==> src/rtl/pic_priority_core.sv <==
// pic_priority_core: IRR/ISR/IMR registers, cyclic priority resolver and
// the two-pulse INTA sequencer of an 8259-style interrupt controller.
//
// Acknowledge protocol: the CPU answers a registered INT with two falling
// edges on INTA_. The first fall freezes the winning channel into id_q and
// moves it from IRR to ISR. The second fall drives the vector onto DATA_OUT
// with DATA_OE=1, and DATA_OE stays high until INTA_ rises again. Edges are
// detected against the registered copy inta_q, one event per CLK.
module pic_priority_core #(
  parameter int NUM_IRQ = 8,
  parameter int ID_W    = $clog2(NUM_IRQ)
) (
  input  logic               CLK,
  input  logic               RESET,
  input  logic [NUM_IRQ-1:0] IR,
  input  logic               LTIM,
  input  logic               AEOI_EN,
  input  logic               ROTATE_EN,
  input  logic               IMR_WR,
  input  logic [NUM_IRQ-1:0] IMR_DATA,
  input  logic               EOI_CMD,
  input  logic               SEOI_CMD,
  input  logic [ID_W-1:0]    SEOI_LEVEL,
  input  logic [7:0]         VECTOR_BASE,
  input  logic               INTA_,
  output logic               INT,
  output logic [7:0]         DATA_OUT,
  output logic               DATA_OE,
  output logic [1:0]         INTA_COUNT,
  output logic [NUM_IRQ-1:0] IRR,
  output logic [NUM_IRQ-1:0] ISR,
  output logic [NUM_IRQ-1:0] IMR,
  output logic [1:0]         DBG_STATE
);

  typedef enum logic [1:0] {
    IDLE = 2'd0,
    ACK1 = 2'd1,
    ACK2 = 2'd2
  } state_t;

  // Low ID_W bits of the vector come from the channel index, not the base.
  localparam logic [7:0] ID_MASK = 8'((1 << ID_W) - 1);
  localparam logic [ID_W-1:0] SPUR_ID = ID_W'(NUM_IRQ - 1);

  state_t             state_q, state_d;
  logic [NUM_IRQ-1:0] irr_q, irr_d;
  logic [NUM_IRQ-1:0] isr_q, isr_d;
  logic [NUM_IRQ-1:0] imr_q, imr_d;
  logic [NUM_IRQ-1:0] ir_q, ir_d;
  logic               inta_q, inta_d;
  logic               int_q, int_d;
  logic [7:0]         data_out_q, data_out_d;
  logic               data_oe_q, data_oe_d;
  logic [1:0]         inta_count_q, inta_count_d;
  logic [ID_W-1:0]    lowp_q, lowp_d;
  logic [ID_W-1:0]    id_q, id_d;
  logic               spurious_q, spurious_d;

  // Highest-priority set bit of req; priority starts at lowp+1 and descends
  // cyclically. Result is {found, index}. The loop walks from lowest to
  // highest priority so the last hit is the winner.
  function automatic logic [ID_W:0] pick(input logic [NUM_IRQ-1:0] req,
                                         input logic [ID_W-1:0]    lowp);
    logic [ID_W:0]   res;
    logic [ID_W-1:0] idx;
    res = '0;
    for (int k = NUM_IRQ - 1; k >= 0; k--) begin
      idx = lowp + ID_W'(k + 1);
      if (req[idx]) res = {1'b1, idx};
    end
    return res;
  endfunction

  // Priority rank of a channel: 0 is highest, NUM_IRQ-1 is lowest.
  function automatic logic [ID_W-1:0] rank(input logic [ID_W-1:0] id,
                                           input logic [ID_W-1:0] lowp);
    return id + ~lowp;
  endfunction

  logic               fall, rise;
  logic [NUM_IRQ-1:0] edges;
  logic [ID_W:0]      win, top;
  logic               win_v, top_v, outranks;
  logic [ID_W-1:0]    win_id, top_id;
  logic [7:0]         vector;

  // Edge detection, priority resolution and vector formation.
  always_comb begin
    fall     = inta_q & ~INTA_;
    rise     = ~inta_q & INTA_;
    edges    = IR & ~ir_q;
    win      = pick(irr_q & ~imr_q, lowp_q);
    top      = pick(isr_q, lowp_q);
    win_v    = win[ID_W];
    win_id   = win[ID_W-1:0];
    top_v    = top[ID_W];
    top_id   = top[ID_W-1:0];
    outranks = win_v && (!top_v || (rank(win_id, lowp_q) < rank(top_id, lowp_q)));
    vector   = (VECTOR_BASE & ~ID_MASK) | 8'(id_q);
  end

  // Next-state logic: EOI commands first, then the INTA sequencer, so a
  // same-cycle acknowledge set on the same ISR bit overrides the clear.
  always_comb begin
    state_d      = state_q;
    irr_d        = LTIM ? IR : irr_q;
    isr_d        = isr_q;
    imr_d        = IMR_WR ? IMR_DATA : imr_q;
    ir_d         = IR;
    inta_d       = INTA_;
    int_d        = 1'b0;
    data_out_d   = data_out_q;
    data_oe_d    = data_oe_q;
    inta_count_d = inta_count_q;
    lowp_d       = lowp_q;
    id_d         = id_q;
    spurious_d   = spurious_q;

    if (SEOI_CMD) begin
      isr_d[SEOI_LEVEL] = 1'b0;
    end else if (EOI_CMD && top_v) begin
      isr_d[top_id] = 1'b0;
      if (ROTATE_EN) lowp_d = top_id;
    end

    case (state_q)
      IDLE: begin
        if (fall) begin
          if (win_v) begin
            id_d          = win_id;
            spurious_d    = 1'b0;
            isr_d[win_id] = 1'b1;
            if (!LTIM) irr_d[win_id] = 1'b0;
          end else begin
            id_d       = SPUR_ID;
            spurious_d = 1'b1;
          end
          inta_count_d = 2'd1;
          state_d      = ACK1;
        end else begin
          int_d = outranks;
        end
      end
      ACK1: begin
        if (fall) begin
          inta_count_d = 2'd2;
          data_out_d   = vector;
          data_oe_d    = 1'b1;
          state_d      = ACK2;
        end
      end
      ACK2: begin
        if (rise) begin
          data_oe_d    = 1'b0;
          inta_count_d = 2'd0;
          if (AEOI_EN && !spurious_q) begin
            isr_d[id_q] = 1'b0;
            if (ROTATE_EN) lowp_d = id_q;
          end
          state_d = IDLE;
        end
      end
      default: begin
        state_d = IDLE;
      end
    endcase

    // New edges are recorded after the acknowledge clear, so an edge arriving
    // in the acknowledge cycle is not lost.
    if (!LTIM) irr_d = irr_d | edges;
  end

  // State and register update with asynchronous reset.
  always_ff @(posedge CLK or posedge RESET) begin
    if (RESET) begin
      state_q      <= IDLE;
      irr_q        <= '0;
      isr_q        <= '0;
      imr_q        <= '0;
      ir_q         <= '0;
      inta_q       <= 1'b1;
      int_q        <= 1'b0;
      data_out_q   <= 8'h00;
      data_oe_q    <= 1'b0;
      inta_count_q <= 2'd0;
      lowp_q       <= SPUR_ID;
      id_q         <= '0;
      spurious_q   <= 1'b0;
    end else begin
      state_q      <= state_d;
      irr_q        <= irr_d;
      isr_q        <= isr_d;
      imr_q        <= imr_d;
      ir_q         <= ir_d;
      inta_q       <= inta_d;
      int_q        <= int_d;
      data_out_q   <= data_out_d;
      data_oe_q    <= data_oe_d;
      inta_count_q <= inta_count_d;
      lowp_q       <= lowp_d;
      id_q         <= id_d;
      spurious_q   <= spurious_d;
    end
  end

  assign INT        = int_q;
  assign DATA_OUT   = data_out_q;
  assign DATA_OE    = data_oe_q;
  assign INTA_COUNT = inta_count_q;
  assign IRR        = irr_q;
  assign ISR        = isr_q;
  assign IMR        = imr_q;
  assign DBG_STATE  = state_q;

endmodule

==> config.mk <==
export PLATFORM = sky130hd
export DESIGN_NAME = pic_priority_core
export DESIGN_NICKNAME = d
export VERILOG_FILES = /design/src/rtl/pic_priority_core.sv
export SDC_FILE = /design/constraint.sdc
export NUM_CORES = 1
export LEC_CHECK = 0
export ABC_CLOCK_PERIOD_IN_PS = 4650
export CORE_MARGIN = 5
export CORE_UTILIZATION = 45
export CTS_CLUSTER_DIAMETER = 40
export DETAILED_ROUTE_END_ITERATION = 6
export GPL_TIMING_DRIVEN = 0
export HOLD_SLACK_MARGIN = 0.06
export PLACE_DENSITY = 0.71
export SYNTH_ARGS = -nofsm -noshare
export SYNTH_HDL_FRONTEND = slang
export SYNTH_SLANG_ARGS = --single-unit
==> constraint.sdc <==
create_clock -name CLK -period 4.65 [get_ports CLK]
set_clock_uncertainty 0.15 [all_clocks]
set_input_delay 0.465 -clock CLK [delete_from_list [all_inputs] [get_ports CLK]]
set_output_delay 0.465 -clock CLK [all_outputs]
set_load 0.005 [all_outputs]
Word-level counts from Yosys, hierarchy flattened
Index checks and enable logic that the tools add are counted.
{"block": "word_totals", "regBits": 54, "out_inout_bits": 38, "word_cells": 170}
{"block": "op_classes", "add_sub_neg": 9, "n_lt_le_gt_ge": 17, "eq_ne": 5, "n_mux": 88, "n_bitwise": 20, "n_reduce_logical": 18}
{"operator": "$mux 8", "n": 12}
{"operator": "$mux 4", "n": 16}
{"operator": "$and 8x8->8", "n": 6}
{"operator": "$bmux 1 s3", "n": 16}
{"operator": "$lt 3x4->1 const B", "n": 12}
{"operator": "$not 8->8", "n": 6}
{"operator": "$mux 1", "n": 25}
{"operator": "$mux 3", "n": 8}
{"operator": "$or 8x8->8", "n": 2}
{"operator": "$pmux 8 s2", "n": 1}
{"operator": "$add 3x3->3 const B", "n": 4}
{"operator": "$demux 1 s3", "n": 4}
{"operator": "$ge 3x1->1 const B", "n": 4}
{"operator": "$pmux 2 s3", "n": 2}
{"operator": "$or 8x3->8", "n": 1}
{"operator": "$logic_and 1x1->1", "n": 7}
{"operator": "$add 3x2->3 const B", "n": 2}
{"operator": "$add 3x3->3", "n": 2}
{"operator": "$mux 2", "n": 3}
{"operator": "$ne 2x2->1 const B", "n": 3}
{"operator": "$reduce_and 3->1", "n": 2}
{"operator": "$reduce_and 2->1", "n": 2}
{"operator": "$reduce_and 4->1", "n": 1}
{"operator": "$add 3x1->3 const B", "n": 1}
{"operator": "other kinds (12)", "n": 15}

Depth between registers and ports, before layout
Gate-level depths: netlist (run 1).
{"block": "depth", "word_depth": 24, "depth_mapped": 20, "mapped_depth_nobuf": 17}

Least setup slack after synthesis (run 1)
OpenSTA, ideal clock, no wires.
{"block": "synth_path", "path_type": "register -> register", "start": "register lowp_q[1]", "end": "register int_q, in the netlist INT", "arrival_time_ns": 4.533, "required_ns": 4.432, "slack_ns": -0.101, "path_stages_with_launch": 20, "cell_sequence": "dfstp_2 inv_2 clkbuf_1 ha_1 buf_4 buf_6 mux2_2 mux4_2 a2111oi_0 nand3_1 nand3_2 inv_2 ha_1 fa_1 xnor2_1 xnor2_1 ha_1 nor2b_1 o21ai_0 and4b_1"}
{"block": "synth_via", "elab_chain_cells": 16}
{"item": "start: declaration", "line_no": "56", "text": "logic [ID_W-1:0] lowp_q, lowp_d;"}
{"item": "start signal: assignment", "line_no": "201", "text": "lowp_q <= lowp_d;"}
{"item": "$add 3x3->3 / $bmux 1 s3 (equally long branches)", "line_no": "69, 70"}
{"item": "$bmux 1 s3 / $mux 1 (equally long branches)", "line_no": "70", "text": "if (req[idx]) res = {1'b1, idx};"}
{"item": "$mux 1 (implied by the code) / $mux 4 (equally long branches)", "line_no": "70"}
{"item": "$mux 4 (7 in series)", "line_no": "70"}
{"item": "$add 3x3->3", "line_no": "78", "text": "return id + ~lowp;"}
{"item": "$lt 3x3->1", "line_no": "99", "text": "outranks = win_v && (!top_v || (rank(win_id, lowp_q) < rank(top_id, lowp_q)));"}
{"item": "$logic_or 1x1->1", "line_no": "99"}
{"item": "$logic_and 1x1->1 (*)", "line_no": "99"}
{"item": "$mux 1 (*)", "line_no": "129", "text": "if (fall) begin"}
{"item": "$mux 1 (*)", "line_no": "127", "text": "case (state_q)"}
{"item": "net int_d", "line_no": "52", "text": "logic int_q, int_d;"}
{"item": "end signal: assignment", "line_no": "197", "text": "int_q <= int_d;"}
{"item": "end: declaration", "line_no": "52"}
The timed path passes the listed nets; every way through them passes the cells marked *. The select of a mux whose other input is x is not followed.
A chain may end at the register's enable or synchronous reset.

Worst setup path in the final report (run 1)
{"block": "layout_path", "start": "register lowp_q[0]", "end": "register int_q, in the netlist INT"}
Same word-level chain as after synthesis.

==> metrics.yaml, run 1 <==
cp_max_fo: 8
drc: 0
netlist_area_um2: 4910
avgViaCountPerCell: 6.34
die_w_um: 114
antenna_cells: 0
insertion_delay_ns: 0.32
synth_fp_nets: 536
synth.avg_cell_area_um2: 10.1
synth-edff-count: 0
multi_input_area_um2: 3540
synth_xor_xnor_area_share_pct: 1.25
fp.dieArea_um2: 13100
antenna_found_initial: 0
yosysTopAreaCellShare_pct: 25.5
period_needed_ns: 4.52
max_cap_viol_count: 0
synthCells: 488
fin_area_um2: 6450
min_path_type: "input pin to async pin"
fill_cells: 920
worst_pin_slew_ns: 0.815
drtPass1Iterations: 4
area_delta_synth_final_pct: 31.3
clock-sinks: 54
ys_seq_area_share_pct: 27.6
rows: 38
placed_area_um2: 5800
synthSimpleGateAreaFrac_pct: 16.7
yosysWarnings: 0
antenna_left: 0
path_class: "flip-flop to flip-flop"
cp_data_arrival_time_ns: 4.62
cts-root-buf: "clkbuf_8"
final_max_slew_viol_count: 0
synthFlopType: "dfrtp_1"
grt_pass1_vias: 4624
vias: 4702
chipHeight_um: 114
grt_util_all_layers_pct: 23.8
grt_overflow: 0
synth_top_family_by_area: "multiplexers"
fin_nets: 649
seq_area_um2: 1360
hpwlAfterDp_mm: 11.6
required_ns: 4.75
first_iter_violations: 252
finalHoldViolCount: 0
end_kind: "flip-flop"
io_pins: 74
clock.fmax_mhz: 221
clk_pin_slew_ns: 0.10
cts_buffers: 5
drive_gt1_share_pct: 28.1
cts_max_level: 2
synthTopCellsByArea: "dfrtp_1 25%, mux4_2 15%, mux2_2 7.3%"
synth_top_area_cell: "dfrtp_1"
hold_buffers: 0
port_buffers: 69
async_flop_share_pct: 100
synth_seq_cells: 54
core_area_um2: 10700
synth-compound-area-share_pct: 19.5
gp_congestion: 0.973
setup-violations-final: 0
cts_tree: "built"
cts_max_path_buffers: 2
start_util_pct: 45.7
worstSetupStartpointType: "flip-flop"
synth.distinct_cells: 74
outcome: "completed"
wire_per_inst_um: 21.1
reg2reg_setup_slack_ns: 0.13
grt_max_degree: 41
fin_crit_sh_pct: 97.1
synthAdderAreaFrac_pct: 3.36
hold_slack_ns: 0.273
grt_pass1_wl_mm: 24.8
synthMuxAreaShare_pct: 27.0
relSlewSlack_pct: 44.3
drt_wl_total_mm: 15.7
==> critical path, cell delays in order, from the launching register on <==
cell and delay [ns]:
dfstp_2 0.59, inv_4 0.06, buf_12 0.14, ha_4 0.27, buf_6 0.13, buf_8 0.13
buf_4 0.11, buf_4 0.10, mux4_2 0.56, a21oi_2 0.18, o21ai_2 0.11, nand3_4 0.12
inv_4 0.07, ha_1 0.20, fa_1 0.41, xnor2_1 0.15, xnor2_1 0.22, ha_1 0.25
nor2b_1 0.13, o21ai_1 0.13, and4b_1 0.25
==> cell usage after synthesis, types with 3 or more instances <==
| library cell | n |
|---|---|
| dfrtp_1 | 50 |
| mux2_2 | 32 |
| mux4_2 | 32 |
| nand2_1 | 29 |
| a21oi_1 | 26 |
| o21ai_0 | 24 |
| mux2i_1 | 22 |
| nor2_1 | 17 |
| clkbuf_1 | 16 |
| inv_1 | 15 |
| nand2b_1 | 15 |
| nor3_1 | 15 |
| nor2b_1 | 14 |
| nand3_1 | 11 |
| ha_1 | 10 |
| a21boi_0 | 8 |
| a31oi_1 | 7 |
| buf_2 | 7 |
| nor4_1 | 7 |
| o31ai_1 | 7 |
| o32ai_1 | 7 |
| xnor2_1 | 6 |
| a41oi_1 | 5 |
| and3b_1 | 5 |
| nand3b_1 | 5 |
| a221oi_1 | 4 |
| buf_4 | 4 |
| dfstp_2 | 4 |
| inv_2 | 4 |
| nor3b_1 | 4 |
| o211ai_1 | 4 |
| o21a_1 | 4 |
| o221ai_1 | 4 |
| a211oi_1 | 3 |
| a21o_1 | 3 |
| and2_1 | 3 |
| or2_2 | 3 |
==> kinds of logic (layout without fill, tap and decap cells) <==
| logic type | count (synthesis) | in the layout |
|---|---|---|
| simple gates | 145 | 145 |
| xor+xnor | 7 | 7 |
| buf+inv | 49 | 163 |
| mux | 87 | 87 |
| fa+ha+maj | 12 | 12 |
| flops | 54 | 54 |
| compound gates | 134 | 134 |
==> worst paths after layout <==
path                            startpoint         end  cells after the start
worst max register to register   lowp_q[0]         INT                     20
worst max-delay path             lowp_q[0]         INT                     20
max in group asynchronous            RESET   lowp_q[2]                      3
worst min-delay path                 RESET      IRR[6]                      2
min in group CLK                spurious_q  spurious_q                      2
worst min register to register  spurious_q  spurious_q                      2
==> layout make-up <==
class,instances,share of cell area [%]
inverter,20,1.42
clock buffer,5,1.07
clock inverter,3,0.349
timing repair buffer,108,15.8
tap,140,2.72
sequential,54,21.0
multi-input combinational,385,55.0
buffer,27,2.68
==> cells in the final DEF, fill, tap and decap left out, types with 4 or more instances in the layout <==
cell type        count
clkdlybuf4s50_1     69
dfrtp_1             50
buf_4               40
mux4_2              32
nand2_1             29
mux2_2              25
a21oi_1             25
o21ai_0             20
mux2i_1             18
nor2_1              16
nand2b_1            15
clkbuf_1            14
nor2b_1             14
nor3_1              14
inv_1               13
nand3_1             10
a21boi_0             8
ha_1                 8
mux2_4               7
o32ai_1              7
o31ai_1              7
a31oi_1              7
nor4_1               6
inv_4                5
and3b_1              5
nand3b_1             5
a41oi_1              5
clkbuf_8             5
o21a_1               4
o211ai_1             4
o21ai_1              4
nor3b_1              4
a221oi_1             4
o221ai_1             4
dfstp_2              4
==> registers in the layout, summed over array words and instances (netlist names) <==
| register | count |
|---|---|
| DATA_OUT | 8 |
| IMR | 8 |
| IRR | 8 |
| ISR | 8 |
| ir_q | 8 |
| id_q | 3 |
| lowp_q | 3 |
| DBG_STATE | 2 |
| INTA_COUNT | 2 |
| DATA_OE | 1 |
| INT | 1 |
| inta_q | 1 |
| spurious_q | 1 |
==> layer usage <==
metal  global-route usage, %  part of all wire (%)  wire length [µm]
met5                       0                     0                 0
met2                    38.8                    48              7540
met4                    8.87                   3.1               488
met3                    4.39                   8.7              1370
met1                    31.5                    40              6290
==> repair_timing <==
item,4_1_cts,5_1_grt
gates resized for setup,25,30
pin swaps,5,13
cloned,2,0
setup buffers,10,26
setup endpoints to repair,1,1
==> through the flow <==
| stage | utilization, % | instances | TNS, ns | worst slack [ns] |
|---|---|---|---|---|
| floorplan | - | 488 | 0 | 0.0117 |
| global placement | 53.8 | 697 | -0.857 | -0.857 |
| detailed placement | 54.0 | 698 | -0.951 | -0.951 |
| CTS | 57.0 | 716 | 0 | 0.00571 |
| global route | 60.0 | 742 | -0.0397 | -0.0397 |
| finish | 60.0 | 742 | 0 | 0.134 |
Power of run 1 is left out: the tool's default activity adds up to more than one toggle a clock period on the data nets, which glitch-free logic cannot reach.
==> run 2: changes to the inputs <==
Settings changed: CORE_UTILIZATION 45 to 50, PLACE_DENSITY 0.71 to 0.78.
==> run 2 against run 1 <==
Effect of this change: cell count is 3.0% lower; worst setup slack worse by 0.019 ns; first-iteration DRC count is 39% higher; non-clock buffer count is 15 lower; die area is 9.1% lower.
==> metrics.yaml, run 2 (synthesized netlist as in run 1, its figures left out) <==
outcome: "completed"  # unchanged
max_cap_viol_count: 0  # unchanged
dp_worst_setup_slack_ns: -0.846  # was -0.951 ns
drtPass1Iterations: 6  # was 4
cts-root-buf: "clkbuf_8"  # unchanged
setup_ws_ns: 0.115  # was 0.134 ns
worst_pin_slew_ns: 0.962  # was 0.815 ns
required_ns: 4.75  # about the same
cp_data_arrival_time_ns: 4.64  # was 4.62 ns
insertion_delay_ns: 0.32  # about the same
grt_max_degree: 39  # was 41
drive_gt1_share_pct: 26.4  # was 28.1%
setup-violations-final: 0  # unchanged
antenna_cells: 0  # unchanged
grt_util_all_layers_pct: 27.3  # was 23.8%
cpPeakStageDelay_ns: 0.60  # was 0.59 ns
final_common_cell: "clkdlybuf4s50_1"  # unchanged
clk_pin_slew_ns: 0.11  # was 0.10 ns
vias: 4679  # was 4702
cts_max_path_buffers: 2  # unchanged
fp.dieArea_um2: 11900  # was 13100 µm²
crit_path_cell_trace: "inv_4 -> buf_12 -> ha_4 -> buf_8 -> mux2_4 -> mux4_2 -> a2111oi_4 -> nand3_2 -> nand3_4 -> inv_4 -> ha_4 -> fa_2 -> xnor2_2 -> xnor2_1 -> ha_1 -> nor2b_1 -> o21ai_1 -> and4b_1"  # was inv_4 -> buf_12 -> ha_4 -> buf_6 -> buf_8 -> buf_4 -> buf_4 -> mux4_2 -> a21oi_2 -> o21ai_2 -> nand3_4 -> inv_4 -> ha_1 -> fa_1 -> xnor2_1 -> xnor2_1 -> ha_1 -> nor2b_1 -> o21ai_1 -> and4b_1
hold_slack_ns: 0.282  # was 0.273 ns
port_buffers: 69  # unchanged
critical_path.top_delay_family: "adder cells"  # unchanged
antenna_found_initial: 0  # unchanged
fill_cells: 762  # was 920
hpwlAfterDp_mm: 11.7  # was 11.6 mm
path_class: "flip-flop to flip-flop"  # unchanged
wire_per_inst_um: 22.0  # was 21.1 µm
clock.fmax_mhz: 221  # about the same
period_needed_ns: 4.53  # was 4.52 ns
cts_max_level: 2  # unchanged
clock-sinks: 54  # unchanged
chipHeight_um: 109  # was 114 µm
rows: 36  # was 38
io_pins: 74  # unchanged
most-common-layout-cells: "69 x clkdlybuf4s50_1, 50 x dfrtp_1, 32 x mux4_2"  # was 69 x clkdlybuf4s50_1, 50 x dfrtp_1, 40 x buf_4
multi_input_area_um2: 3540  # about the same
area_delta_synth_final_pct: 28.3  # was 31.3%
first_iter_violations: 351  # was 252
gp_congestion: 0.978  # was 0.973
finalHoldViolCount: 0  # unchanged
grt_pass1_vias: 4618  # was 4624
cp_slowest_cell: "dfstp_2"  # unchanged
end_kind: "flip-flop"  # unchanged
start_util_pct: 50.7  # was 45.7%
grt_pass1_wl_mm: 25.1  # was 24.8 mm
fin_nets: 634  # was 649
min_path_type: "input pin to async pin"  # unchanged
seq_area_um2: 1360  # unchanged
antenna_left: 0  # unchanged
avgViaCountPerCell: 6.50  # was 6.34
relSlewSlack_pct: 34.2  # was 44.3%
drt_wl_total_mm: 15.8  # was 15.7 mm
cts_tree: "built"  # unchanged
grt_overflow: 0  # unchanged
critPathBufInv: 4  # was 7
worstSetupStartpointType: "flip-flop"  # unchanged
die_w_um: 109  # was 114 µm
cts_buffers: 5  # unchanged
cp_max_fo: 8  # unchanged
fin_crit_sh_pct: 97.5  # was 97.1%
core_area_um2: 9680  # was 10700 µm²
final_max_slew_viol_count: 0  # unchanged
drc: 0  # unchanged
run 2: what timing repair did:
| action | 4_1_cts | 5_1_grt |
|---|---|---|
| pin swaps | 9 | 15 |
| hold buffers | 0 | 0 |
| buffers inserted | 16 | 8 |
| setup endpoints to repair | 1 | 1 |
| cloned | 0 | 0 |
| gates resized for setup | 32 | 19 |
run 2: worst paths after layout:
kind	startpoint	end	slack, ns	cells past startpoint
min in group CLK	DATA_OUT[6]	DATA_OUT[6]	0.37	1
worst min-delay path	RESET	ir_q[5]	0.28	2
worst max-delay path	lowp_q[0]	INT	0.12	18
worst max register to register	lowp_q[0]	INT	0.12	18
worst min register to register	DATA_OUT[6]	DATA_OUT[6]	0.37	1
max in group asynchronous	RESET	lowp_q[1]	3.47	3
run 2: metrics by stage:
stage | instance area, µm² | utilization, % | TNS (ns) | instances
finish | 6300 | 65.0 | 0 | 720
global route | 6300 | 65.0 | -0.0249 | 720
CTS | 6160 | 63.6 | 0 | 713
detailed placement | 5790 | 59.8 | -0.846 | 691
global placement | 5770 | 59.6 | -0.834 | 690
floorplan | 4920 | - | 0 | 488
run 2: per-layer routing:
layer  wire length (µm)  global-route usage (%)
met1               6270                    36.0
met4                378                    8.66
met3               1470                    6.69
met5                  0                       0
met2               7710                    44.4
run 2: cell type report:
type	count	area share, %
clock inverter	3	0.457
timing repair buffer	94	14.1
buffer	26	2.54
tap	133	2.64
sequential	54	21.5
multi-input combinational	385	56.1
inverter	20	1.45
clock buffer	5	1.09
Power of run 2 is left out for the same reason.
==> run 3: changes to the inputs <==
Settings changed: ABC_AREA set to 1, CORE_UTILIZATION 50 to 48, PLACE_DENSITY 0.78 to 0.77.
==> run 3 against run 2 <==
Effect of this change: maximum frequency increased by 6.3%; via count decreased by 16%; cell count increased by 1.9%; first-iteration DRC count decreased by 31%; sequential cell count unchanged; die area decreased by 16%; synthesized cell count increased by 13%; count of clock-buffer cells in the layout increased by 1; utilization decreased by 2.7 points; sequential share of layout area increased by 6.3 points; critical path depth increased by 6.
==> metrics.yaml, run 3 <==
rsz0062_at_grt: "no"
wire_per_inst_um: 15.3  # was 22.0 µm
cts-root-buf: "clkbuf_8"  # unchanged
io_pins: 74  # unchanged
cp_max_fo: 12  # was 8
most-common-layout-cells: "179 x nand2_1, 82 x nand3_1, 70 x clkdlybuf4s50_1"  # was 69 x clkdlybuf4s50_1, 50 x dfrtp_1, 32 x mux4_2
relSlewSlack_pct: 65.2  # was 34.2%
grt_overflow: 0  # unchanged
synth_seq_cells: 54  # unchanged
yosysWarnings: 0  # unchanged
cts_tree: "built"  # unchanged
fin_util_pct: 62.4  # was 65.0%
synth_common_cells: "180 x nand2_1, 82 x nand3_1, 63 x inv_1"  # was 50 x dfrtp_1, 32 x mux2_2, 32 x mux4_2
worst_pin_slew_ns: 0.521  # was 0.962 ns
ys_seq_area_share_pct: 34.8  # was 27.6%
fin_crit_sh_pct: 91.7  # was 97.5%
gp_congestion: 0.976  # was 0.978
startpoint: "lowp_q[1]"  # was lowp_q[0]
hold_buffers: 0  # unchanged
clk_pin_slew_ns: 0.11  # about the same
fp.dieArea_um2: 10000  # was 11900 µm²
insertion_delay_ns: 0.31  # was 0.32 ns
outcome: "completed"  # unchanged
synthFlopType: "dfrtp_1"  # unchanged
netlist_area_um2: 3900  # was 4910 µm²
cts_max_level: 2  # unchanged
synth.avg_cell_area_um2: 7.05  # was 10.1 µm²
grt_pass1_vias: 3800  # was 4618
clock-sinks: 54  # unchanged
cp_data_arrival_time_ns: 4.36  # was 4.64 ns
port_buffers: 70  # was 69
rows: 32  # was 36
synth_fp_nets: 601  # was 536
r2r_cells: 24  # was 18
grt_pass1_wl_mm: 18.5  # was 25.1 mm
r2r-start: "lowp_q[1]"  # was lowp_q[0]
antenna_left: 0  # unchanged
core_area_um2: 7810  # was 9680 µm²
reg2reg_setup_slack_ns: 0.39  # was 0.12 ns
rr_endpoint: "INT"  # unchanged
synthCells: 553  # was 488
setup_tns_ns: 0  # unchanged
final_common_cell: "nand2_1"  # was clkdlybuf4s50_1
synth-edff-count: 0  # unchanged
grt_max_degree: 32  # was 39
first_iter_violations: 243  # was 351
drc: 0  # unchanged
antenna_cells: 0  # unchanged
drive_gt1_share_pct: 12.3  # was 26.4%
min_path_type: "flip-flop to flip-flop"  # was input pin to async pin
drtPass1Iterations: 5  # was 6
endpoint: "INT"  # unchanged
cts_resized: 0  # was 32
clock.fmax_mhz: 234  # was 221 MHz
vias: 3934  # was 4679
chipHeight_um: 100  # was 109 µm
avgViaCountPerCell: 5.36  # was 6.50
end_kind: "flip-flop"  # unchanged
hpwlAfterDp_mm: 9.05  # was 11.7 mm
synth.distinct_cells: 38  # was 74
cts_buffers: 5  # unchanged
yosysTopAreaCellShare_pct: 32.1  # was 25.5%
worstSetupStartpointType: "flip-flop"  # unchanged
synth_top_area_cell: "dfrtp_1"  # unchanged
synthTopCellsByArea: "dfrtp_1 32%, nand2_1 17%, nand3_1 11%"  # was dfrtp_1 25%, mux4_2 15%, mux2_2 7.3%
cts_max_path_buffers: 2  # unchanged
die_w_um: 100  # was 109 µm
finalHoldViolCount: 0  # unchanged
hold_slack_ns: 0.344  # was 0.282 ns
start_util_pct: 50.0  # was 50.7%
min_path_cells: 2
required_ns: 4.74  # was 4.75 ns
drt_wl_total_mm: 11.2  # was 15.8 mm
max_cap_viol_count: 0  # unchanged
path_class: "flip-flop to flip-flop"  # unchanged
antenna_found_initial: 0  # unchanged
area_delta_synth_final_pct: 24.8  # was 28.3%
fin_nets: 679  # was 634
final_max_slew_viol_count: 0  # unchanged
grt_util_all_layers_pct: 22.7  # was 27.3%
async_flop_share_pct: 100  # unchanged
setup-violations-final: 0  # unchanged
synth_most_common_cell: "nand2_1"  # was dfrtp_1
period_needed_ns: 4.26  # was 4.53 ns
cts_setup_buffers: 0  # was 16
-- run 3: cell count changes after synthesis, moves of 13 or more --
cell / before / now
nand3_1: 11 / 82
nand2_1: 29 / 180
clkbuf_1: 16 / 3
nand3_2: 1 / 20
inv_1: 15 / 63
mux4_2: 32 / 0
mux2_2: 32 / 0
nand2b_1: 15 / 0
nor2b_1: 14 / 0
mux2i_1: 22 / 0
-- run 3: cell type report --
| cell class | count | area [µm²] |
|---|---|---|
| Multi-Input combinational cell | 409 | 2160 |
| Clock inverter | 2 | 20.0 |
| Clock buffer | 6 | 82.6 |
| Fill cell | 720 | 2940 |
| Tap cell | 102 | 128 |
| Inverter | 77 | 292 |
| Buffer | 13 | 109 |
| Sequential cell | 54 | 1360 |
| Timing Repair Buffer | 71 | 721 |
-- run 3: layer usage --
layer  vias to the layer above  part of all wire [%]  global-route usage, %
met5                         -                     0                      0
met1                      1830                    46                   31.4
met3                         8                   6.8                   4.10
met2                       155                    47                   37.7
li1                       1941                     -                      -
met4                         0                  0.68                   4.15
-- run 3: worst min-delay path by stage --
stage,startpoint,to,slack [ns]
final,DATA_OUT[3],DATA_OUT[3],0.34
after global routing,DATA_OUT[3],DATA_OUT[3],0.36
after floorplan,ir_q[0],IRR[0],0.30
after global placement,DATA_OUT[5],DATA_OUT[5],0.30
after CTS,DATA_OUT[3],DATA_OUT[3],0.34
after detailed placement,DATA_OUT[3],DATA_OUT[3],0.31
-- run 3: through the flow --
step | instance area (µm²) | cells | setup WS [ns]
after floorplan | 3900 | 553 | 0.781
after global placement | 4730 | 725 | 0.387
after detailed placement | 4750 | 726 | 0.263
after CTS | 4850 | 734 | 0.243
after global routing | 4870 | 734 | 0.0610
final | 4870 | 734 | 0.386
-- run 3: cell families after synthesis --
| kind of cell | after synthesis | share of synthesized area (%) |
|---|---|---|
| flip-flops | 54 | 34.8 |
| adder cells (fa/ha/maj) | 12 | 4.23 |
| AND/OR/NAND/NOR | 328 | 39.1 |
| AO/OA/AOI/OAI | 63 | 9.37 |
| XOR/XNOR | 6 | 2.31 |
| buffers and inverters | 90 | 10.2 |
-- run 3: worst max-delay path, cell delays in order, from the launching register on --
cell and delay, ns:
dfstp_2 0.55, buf_6 0.15, inv_2 0.06, buf_4 0.20, ha_4 0.31, buf_2 0.23
nand3_1 0.15, nand3_2 0.12, nand2_2 0.08, inv_2 0.05, nand2_1 0.06, nand2_1 0.10
nand2_1 0.06, nand2_1 0.05, nand2_1 0.06, nand2_2 0.08, nand2_2 0.10, ha_1 0.21
fa_1 0.40, xnor2_1 0.20, xor2_1 0.19, ha_1 0.27, a21oi_1 0.17, a21oi_1 0.08
nor2_1 0.11
Power of run 3 is left out for the same reason.
